### src/rtl/count_share_ctrl.sv
`default_nettype none
// ============================================================================
// Module      : count_share_ctrl
// Description : Round-robin controller sharing one up-counter between two
//               requesters. The granted requester's terminal value is latched,
//               the counter is cleared, counted up to that value (pausable via
//               hold), a one-cycle done is pulsed, then the counter is freed.
// Revision    : 1.0 - initial release
// ============================================================================
module count_share_ctrl #(
    parameter int WIDTH = 3
) (
    input  logic             clk,
    input  logic             rst,
    input  logic             req0,
    input  logic             req1,
    input  logic [WIDTH-1:0] tgt0,
    input  logic [WIDTH-1:0] tgt1,
    input  logic             hold,
    output logic             gnt0,
    output logic             gnt1,
    output logic             done0,
    output logic             done1,
    output logic             busy,
    output logic [WIDTH-1:0] count
);

    localparam logic [WIDTH-1:0] c_one  = WIDTH'(1);
    localparam logic [WIDTH-1:0] c_zero = '0;

    typedef enum logic [1:0] {
        ST_IDLE = 2'd0,
        ST_LOAD = 2'd1,
        ST_RUN  = 2'd2,
        ST_DONE = 2'd3
    } state_t;

    state_t           r_state;
    state_t           w_state_nxt;
    logic [WIDTH-1:0] r_count;
    logic [WIDTH-1:0] w_count_nxt;
    logic [WIDTH-1:0] r_target;
    logic [WIDTH-1:0] w_target_nxt;
    logic             r_sel;        // requester owning the current job
    logic             w_sel_nxt;
    logic             r_ptr;        // round-robin preference when both request
    logic             w_ptr_nxt;
    logic [1:0]       r_gnt;
    logic [1:0]       w_gnt_nxt;
    logic [1:0]       r_done;
    logic [1:0]       w_done_nxt;
    logic             r_busy;
    logic             w_pick;

    // Winner of an IDLE-cycle arbitration: pointer breaks ties, otherwise
    // whichever single requester is active.
    assign w_pick = (req0 && req1) ? r_ptr : req1;

    // Next-state and next-output decode; every output is registered below so
    // nothing here reaches a port combinationally.
    always_comb begin
        w_state_nxt  = r_state;
        w_count_nxt  = r_count;
        w_target_nxt = r_target;
        w_sel_nxt    = r_sel;
        w_ptr_nxt    = r_ptr;
        w_gnt_nxt    = r_gnt;
        w_done_nxt   = 2'b00;
        case (r_state)
            ST_IDLE: begin
                if (req0 || req1) begin
                    w_sel_nxt    = w_pick;
                    w_target_nxt = w_pick ? tgt1 : tgt0;
                    w_gnt_nxt    = w_pick ? 2'b10 : 2'b01;
                    w_state_nxt  = ST_LOAD;
                end
            end
            ST_LOAD: begin
                // hold has no effect here; the clear always happens
                w_count_nxt = c_zero;
                w_state_nxt = ST_RUN;
            end
            ST_RUN: begin
                // hold wins even at terminal count, stretching the job
                if (!hold) begin
                    if (r_count == r_target) begin
                        w_state_nxt = ST_DONE;
                        w_done_nxt  = r_gnt;
                    end else begin
                        w_count_nxt = r_count + c_one;
                    end
                end
            end
            ST_DONE: begin
                // count keeps the final value until the next job clears it
                w_gnt_nxt   = 2'b00;
                w_ptr_nxt   = ~r_sel;
                w_state_nxt = ST_IDLE;
            end
            default: begin
                w_gnt_nxt   = 2'b00;
                w_state_nxt = ST_IDLE;
            end
        endcase
    end

    // State register.
    always_ff @(posedge clk or posedge rst) begin
        if (rst) begin
            r_state <= ST_IDLE;
        end else begin
            r_state <= w_state_nxt;
        end
    end

    // Datapath and output registers; reset aborts any job without a done.
    always_ff @(posedge clk or posedge rst) begin
        if (rst) begin
            r_count  <= c_zero;
            r_target <= c_zero;
            r_sel    <= 1'b0;
            r_ptr    <= 1'b0;
            r_gnt    <= 2'b00;
            r_done   <= 2'b00;
            r_busy   <= 1'b0;
        end else begin
            r_count  <= w_count_nxt;
            r_target <= w_target_nxt;
            r_sel    <= w_sel_nxt;
            r_ptr    <= w_ptr_nxt;
            r_gnt    <= w_gnt_nxt;
            r_done   <= w_done_nxt;
            r_busy   <= (w_state_nxt != ST_IDLE);
        end
    end

    assign gnt0  = r_gnt[0];
    assign gnt1  = r_gnt[1];
    assign done0 = r_done[0];
    assign done1 = r_done[1];
    assign busy  = r_busy;
    assign count = r_count;

endmodule
`default_nettype wire

### config.mk
export PLATFORM = sky130hd
export DESIGN_NAME = count_share_ctrl
export DESIGN_NICKNAME = d
export VERILOG_FILES = /design/src/rtl/count_share_ctrl.sv
export SDC_FILE = /design/constraint.sdc
export NUM_CORES = 1
export LEC_CHECK = 0
export CAP_MARGIN = 10
export CORE_MARGIN = 2
export CORE_UTILIZATION = 48
export DETAILED_ROUTE_END_ITERATION = 10
export PLACE_DENSITY = 0.74
export RECOVER_POWER = 100
export SYNTH_ARGS = -nofsm -noshare
export SYNTH_HDL_FRONTEND = slang
export SYNTH_SLANG_ARGS = --single-unit
### constraint.sdc
create_clock -name clk -period 1.67 [get_ports clk]
set_clock_uncertainty 0.15 [all_clocks]
set_input_delay 0.334 -clock clk [delete_from_list [all_inputs] [get_ports clk]]
set_output_delay 0.334 -clock clk [all_outputs]
set_load 0.01 [all_outputs]
Word level (Yosys, flattened, before mapping). Index checks and enable logic that the tools add are counted.

Equality and inequality tests: 7. Muxes and demuxes: 15. $add $sub $neg: 1. Reduce and logical (&&, ||, !) cells: 9. Bitwise gates (word level): 1.

Operators by type and width (count): $mux 2 (8); $mux 3 (3); $pmux 2 s4 (1); $ne 2x2->1 const B (3); $pmux 3 s2 (1); $reduce_bool 2->1 (3); $eq 2x2->1 const B (2); $pmux 2 s2 (1); $reduce_and 2->1 (2); $add 3x1->3 const B (1); $eq 3x3->1 (1); $reduce_and 3->1 (1); $eq 2x1->1 const B (1); $logic_not 2->1 (1); $logic_and 1x1->1 (1); $logic_or 1x1->1 (1); $mux 1 (1); $not 1->1 (1).

Register bits after elaboration: 15. Input bits: 11. Output and inout port bits: 8. Word-level logic and storage cells: 41.

Longest topological paths before layout. Gate-level depths: netlist (run 1).

Depth in word-level cells: 5. Depth in mapped cells: 5. Depth with buffers taken out: 5.

Least setup slack after synthesis (run 1). OpenSTA, ideal clock, no wires.

Path type: reg-to-reg. From: reg r_state[0]. To: reg r_busy, in the netlist busy. Cell stages (with the launch flop): 6. Clock period less this slack: 1.402 ns. Data arrival time: 1.162 ns. Path slack: 0.268 ns. Path through: dfrtp_1 inv_1 ha_1 nand2b_1 nand4b_1 o221ai_1.

Cells in the longest elaborated chain, start to end: 4. Elaborated cells between the ends (all ways): 9.

Ends and longest elaborated chain: start: declaration (RTL line 38) `state_t r_state;`; start signal: assignment (RTL line 112) `r_state <= w_state_nxt;`; $mux 2 (RTL line 86) `if (r_count == r_target) begin`; $mux 2 (RTL line 85) `if (!hold) begin`; $pmux 2 s4 (*) (RTL line 69) `case (r_state)`; $reduce_bool 2->1 (*) (RTL line 133) `r_busy <= (w_state_nxt != ST_IDLE);`; end signal: assignment (RTL line 133); end: declaration (RTL line 52) `logic r_busy;`.

Every way passes the cells marked *; elsewhere a longest branch is shown, timed or not. A chain may end at the register's enable or synchronous reset.

Worst setup path after layout (run 1).
From: reg r_done[1]. To: out done1.

RTL lines: start: declaration (RTL line 50) `logic [1:0] r_done;`; start signal: assignment (RTL line 132) `r_done <= w_done_nxt;`; end: declaration (RTL line 23) `output logic done1,`.

No word-level cell between the ends.

==> flow_metrics.tcl, run 1 <==
set metrics [dict create \
    outcome "completed" \
    yosysWarnings 0 \
    cts_hold_buf 0 \
    share_comb_of_total_power_pct 53.3 \
    powerDensity_nw_per_um2 1630 \
    vias 670 \
    synth_seq_cells 15 \
    die_y_um 45.3 \
    grt_setup_unrepaired "false" \
    dp_hpwl_um 1210 \
    synthArstFlopShare_pct 100 \
    r2r-start "r_state[0]" \
    firstDrtPassIters 4 \
    grt_max_degree 16 \
    vias_per_cell 5.40 \
    die_area_um2 2050 \
    r2r_cells 5 \
    critical_path_arrival_ns 1.14 \
    grt_first_pass_wirelength_um 2770 \
    criticalPathCategory "reg2out" \
    antenna_found_initial 0 \
    cp-end-kind "output pin" \
    crit_end "done1" \
    drive_gt1_share_pct 14.8 \
    die_w_um 45.3 \
    clock_sinks 15 \
    syn_inst 80 \
    n_antenna_cell 0 \
    cp_cell_sequence "clkdlybuf4s50_1" \
    design_area_um2 1100 \
    power_mw 1.78 \
    root_buffer "clkbuf_4" \
    post-place-ws_ns -0.0499 \
    crit_slowest_cell "clkdlybuf4s50_1" \
    fin_crit_ns 1.63 \
    cts_tree "done" \
    clk_latency_ns 0.28 \
    hold_viol 0 \
    synth.distinct_cells 26 \
    synth_edf_count 0 \
    grt_pass1_vias 641 \
    clk_path_buf_depth 2 \
    intPower_mw 1.08 \
    p_clk_share_pct 11.6 \
    reg2reg_to "r_state[0]" \
    r2r_slack_ns 0.08 \
    hold_ws_ns 0.298 \
    worstSetupStartpointType "flop" \
    drcViolationCount 0 \
    clk_pin_slew_ns 0.09 \
    p_switching_mw 0.702 \
    place_congestion 0.734 \
    syn2layout_area_growth_pct 34.1 \
    syn-cell-area_um2 817 \
    grt_use_total_pct 19.2 \
    placement.cell_area_um2 1030 \
    setup_violations 0 \
    fin_ws_ns 0.0411 \
    max-vdd-ir-drop_mv 1.11 \
    hold_path_class "reg2reg" \
    cp-startpoint "r_done[1]" \
    row_count 14 \
    max_stage_delay_ns 0.53 \
    synth_nets 97 \
    leakagePower_nw 0.486 \
    yosysSeqAreaShare_pct 45.9 \
    crit_required_ns 1.19 \
    cp_num_cells 1 \
    drv_cap 0 \
    ys.flop_type "dfrtp_1" \
    cp_top_family "buffers and inverters" \
    wire_per_inst_um 13.3 \
    drtAntennaViolNets 0 \
    crit_buf_inv 1 \
    cts_buffers 3 \
    core_um2 1560 \
    wl_um 1650 \
    nets 126 \
    htree_levels 1 \
    power_switching_share_pct 39.4 \
    postLayoutCoreUtil_pct 70.3 \
    fmax_mhz 614 \
    worstPathMaxFanout 1 \
    slew_violations 0 \
    portBuffers 18 \
    seqPwrFrac_pct 35.1 \
    num_io_pins 19 \
    grt-ovfl-total 0 \
    syn_avg_cell_area_um2 10.2 \
    drt_iter0_drc 17 \
    worst_pin_slew_ns 0.789 \
    initial_core_util_pct 52.4 \
    post-route-period-util_pct 97.5 \
    relSlewSlack_pct 47.4 \
]
-- flip-flops by register name, indices dropped and copies added, names as in the netlist --
register  flops
busy          1
count         3
r_sel         1
r_target      3
r_done        2
r_state       2
r_gnt         2
r_ptr         1
-- final cells by class --
class / instances / area (um2)
fill: 126 / 463
multi-input combinational: 54 / 407
sequential: 15 / 378
timing repair buffer: 25 / 228
inverter: 10 / 37.5
clock buffer: 4 / 26.3
tap: 16 / 20.0
-- timing repair --
action | 4_1_cts | 5_1_grt
endpoints found under the setup margin | 5 | 9
pin swaps | 0 | 0
resized for setup | 3 | 8
buffers inserted | 4 | 0
-- cells by family after synthesis --
group	Yosys count	synth area share, %
AOI/OAI and AO/OA	19	15.9
xor gates and xnor gates	3	5.05
adders and majority gates	6	9.19
buffers and inverters	11	5.21
DFF	15	45.9
muxes	3	3.68
and+or+nand+nor	23	15.0
-- power by group through the flow --
stage / Clock (mW) / Sequential (mW) / Combinational (mW)
after floorplan: 0 / 0.670 / 0.572
after global placement: 0 / 0.663 / 0.842
after detailed placement: 0 / 0.668 / 0.862
after CTS: 0.217 / 0.622 / 0.964
after global routing: 0.231 / 0.639 / 1.07
final: 0.207 / 0.625 / 0.951
-- layer usage --
| metal | track usage, % | routed length, um |
|---|---|---|
| met5 | 0 | 0 |
| met4 | 7.06 | 27 |
| met3 | 3.60 | 67 |
| met2 | 34.3 | 837 |
| met1 | 22.5 | 718 |
-- per-stage QoR --
stage               instances  TNS (ns)
floorplan                  80         0
global placement          116   -0.0245
detailed placement        116    -0.138
CTS                       124         0
global route              124         0
finish                    124         0
-- worst min path at each step --
stage / startpoint / end / cells after the start
after global routing: r_sel / r_ptr / 1
final: r_sel / r_ptr / 1
after CTS: rst / r_target[0] / 3
after floorplan: rst / busy / 1
after global placement: r_sel / r_ptr / 1
after detailed placement: r_sel / r_ptr / 1
-- cells in the final DEF (no fill, tap or decap), types with 2 or more instances in the layout --
cell,synthesis,routed
nor2_1,9,9
dfrtp_1,15,13
o21ai_0,6,5
clkbuf_1,0,2
clkdlybuf4s50_1,0,11
a31oi_1,3,3
clkbuf_4,0,3
inv_1,10,10
mux2i_1,3,3
dfrtp_2,0,2
nand3b_1,5,5
o21a_1,2,2
buf_4,0,6
clkdlybuf4s25_1,0,5
nand2_1,3,3
xnor2_2,2,2
nand2b_1,2,2
ha_1,6,5
-- Yosys cell counts, types with 2 or more instances --
cell type | instances | area share [%]
inv_1 | 10 | 4.6
mux2i_1 | 3 | 3.7
nand3b_1 | 5 | 4.6
nor2_1 | 9 | 4.1
ha_1 | 6 | 9.2
o21ai_0 | 6 | 3.7
xnor2_2 | 2 | 4.0
dfrtp_1 | 15 | 46
nand2b_1 | 2 | 1.5
a31oi_1 | 3 | 2.3
o21a_1 | 2 | 1.8
nand2_1 | 3 | 1.4
Note: power is estimated with default switching activity, not from simulation.
==> run 2, diff against run 1 <==
--- a/config.mk
+++ b/config.mk
@@ -5,8 +5,8 @@
 export SDC_FILE = /design/constraint.sdc
 export NUM_CORES = 1
 export LEC_CHECK = 0
-export CAP_MARGIN = 10
-export CORE_MARGIN = 2
+export CAP_MARGIN = 20
+export CORE_MARGIN = 10
 export CORE_UTILIZATION = 48
 export DETAILED_ROUTE_END_ITERATION = 10
 export PLACE_DENSITY = 0.74
==> run 2 against run 1 <==
Against the previous run:
- first-iteration DRC count fell by 65%
- cell count is 0.81% lower
- count of clock-buffer cells in the layout unchanged
- core utilization fell by 2.2 points
- sequential share of layout area is 1.0 points higher
==> flow_metrics.tcl, run 2 (synthesis results as in run 1) <==
set metrics [dict create \
    outcome "completed" \
    drtAntennaViolNets 0 \
    fin_crit_ns 1.53 \
    clk_path_buf_depth 2 \
    die_w_um 61.3 \
    cts_tree "done" \
    post-route-period-util_pct 91.8 \
    r2r_slack_ns 0.14 \
    root_buffer "clkbuf_4" \
    grt_use_total_pct 10.6 \
    worstPathMaxFanout 4 \
    clock_sinks 15 \
    drv_cap 0 \
    fill_cells 143 \
    final_common_cell "dfrtp_1" \
    cp_cell_sequence "inv_1, ha_2, nand2b_1, a31oi_1, mux2i_1" \
    max_stage_delay_ns 0.38 \
    num_io_pins 19 \
    cp-startpoint "r_state[0]" \
    reg2reg_to "count[0]" \
    grt-ovfl-total 0 \
    crit_end "count[0]" \
    antenna_found_initial 0 \
    core_um2 1560 \
    placement.cell_area_um2 1030 \
    drive_gt1_share_pct 10.3 \
    row_count 14 \
    criticalPathCategory "reg2reg" \
    wire_per_inst_um 14.5 \
    setup_violations 0 \
    initial_core_util_pct 52.4 \
    die_y_um 61.3 \
    place_congestion 0.712 \
    power_mw 1.72 \
    tns_ns 0 \
    vias 648 \
    die_area_um2 3750 \
    n_antenna_cell 0 \
    crit_buf_inv 1 \
    crit_required_ns 1.72 \
    cp-end-kind "flop" \
    drcViolationCount 0 \
    max-vdd-ir-drop_mv 1.19 \
    critical_path_arrival_ns 1.58 \
    portBuffers 18 \
    powerDensity_nw_per_um2 1620 \
    grt_setup_unrepaired "false" \
    clk_latency_ns 0.28 \
    design_area_um2 1060 \
    relSlewSlack_pct 45.5 \
    hold_path_class "reg2reg" \
    cp_num_cells 5 \
    vias_per_cell 5.27 \
    firstDrtPassIters 2 \
    worst_pin_slew_ns 0.817 \
    htree_levels 1 \
    r2r_cells 5 \
    worstSetupStartpointType "flop" \
    hold_ws_ns 0.298 \
    slew_violations 0 \
    grt_first_pass_wirelength_um 2990 \
    crit_slowest_cell "dfrtp_1" \
    clk_pin_slew_ns 0.09 \
    drt_iter0_drc 6 \
    cp_top_family "flip-flops" \
    grt_max_degree 16 \
    nets 125 \
    leakagePower_nw 0.486 \
    grt_pass1_vias 660 \
    syn2layout_area_growth_pct 29.9 \
    wl_um 1780 \
    final_cell_mix "dfrtp_1 (14), inv_1 (10), nor2_1 (9), clkdlybuf4s50_1 (9), o21ai_0 (6)" \
    hold_viol 0 \
    cts_buffers 3 \
    fmax_mhz 652 \
    r2r-start "r_state[0]" \
    dp_hpwl_um 1380 \
]
==> run 2: area by class of cell <==
| class | count | area [um2] | share of cell area, % |
|---|---|---|---|
| multi-input combinational | 54 | 395 | 37.3 |
| timing repair buffer | 24 | 205 | 19.3 |
| tap | 16 | 20.0 | 1.89 |
| inverter | 10 | 37.5 | 3.54 |
| clock buffer | 4 | 26.3 | 2.48 |
| sequential | 15 | 377 | 35.5 |
==> run 2: through the flow <==
| stage | worst slack (ns) | cells | utilization, % |
|---|---|---|---|
| after floorplan | 0.268 | 80 | - |
| after global placement | 0.0235 | 116 | 66.4 |
| after detailed placement | -0.00312 | 116 | 66.4 |
| after CTS | 0.0197 | 122 | 68.8 |
| after global routing | 0.0466 | 123 | 68.1 |
| final | 0.137 | 123 | 68.1 |
==> run 2: worst min path at each step <==
stage | startpoint | to | slack (ns) | cells after the start
after global routing | r_sel | r_ptr | 0.33 | 1
after floorplan | rst | busy | 0.09 | 1
after CTS | rst | r_target[2] | 0.20 | 3
final | r_sel | r_ptr | 0.30 | 1
after detailed placement | r_sel | r_ptr | 0.29 | 1
after global placement | r_sel | r_ptr | 0.29 | 1
==> run 2: power by group <==
part	leakage [nW]	internal, mW	switching (mW)
clock network	0.0150	0.0927	0.112
logic	0.289	0.421	0.465
registers	0.182	0.517	0.112
total	0.486	1.03	0.689
==> run 2: routing by layer <==
metal  GRT usage [%]  vias up  wire length, um
li1                -      332                -
met1            11.5      301              738
met2            18.3       13              903
met3            5.14        2              125
met4            2.28        0               13
met5               0        -                0
==> run 2: what timing repair did <==
| item | CTS | global route |
|---|---|---|
| pin swaps | 0 | 1 |
| hold buffers | 0 | 0 |
| setup buffers | 2 | 1 |
| setup endpoints to repair | 5 | 5 |
| gates resized for setup | 7 | 5 |
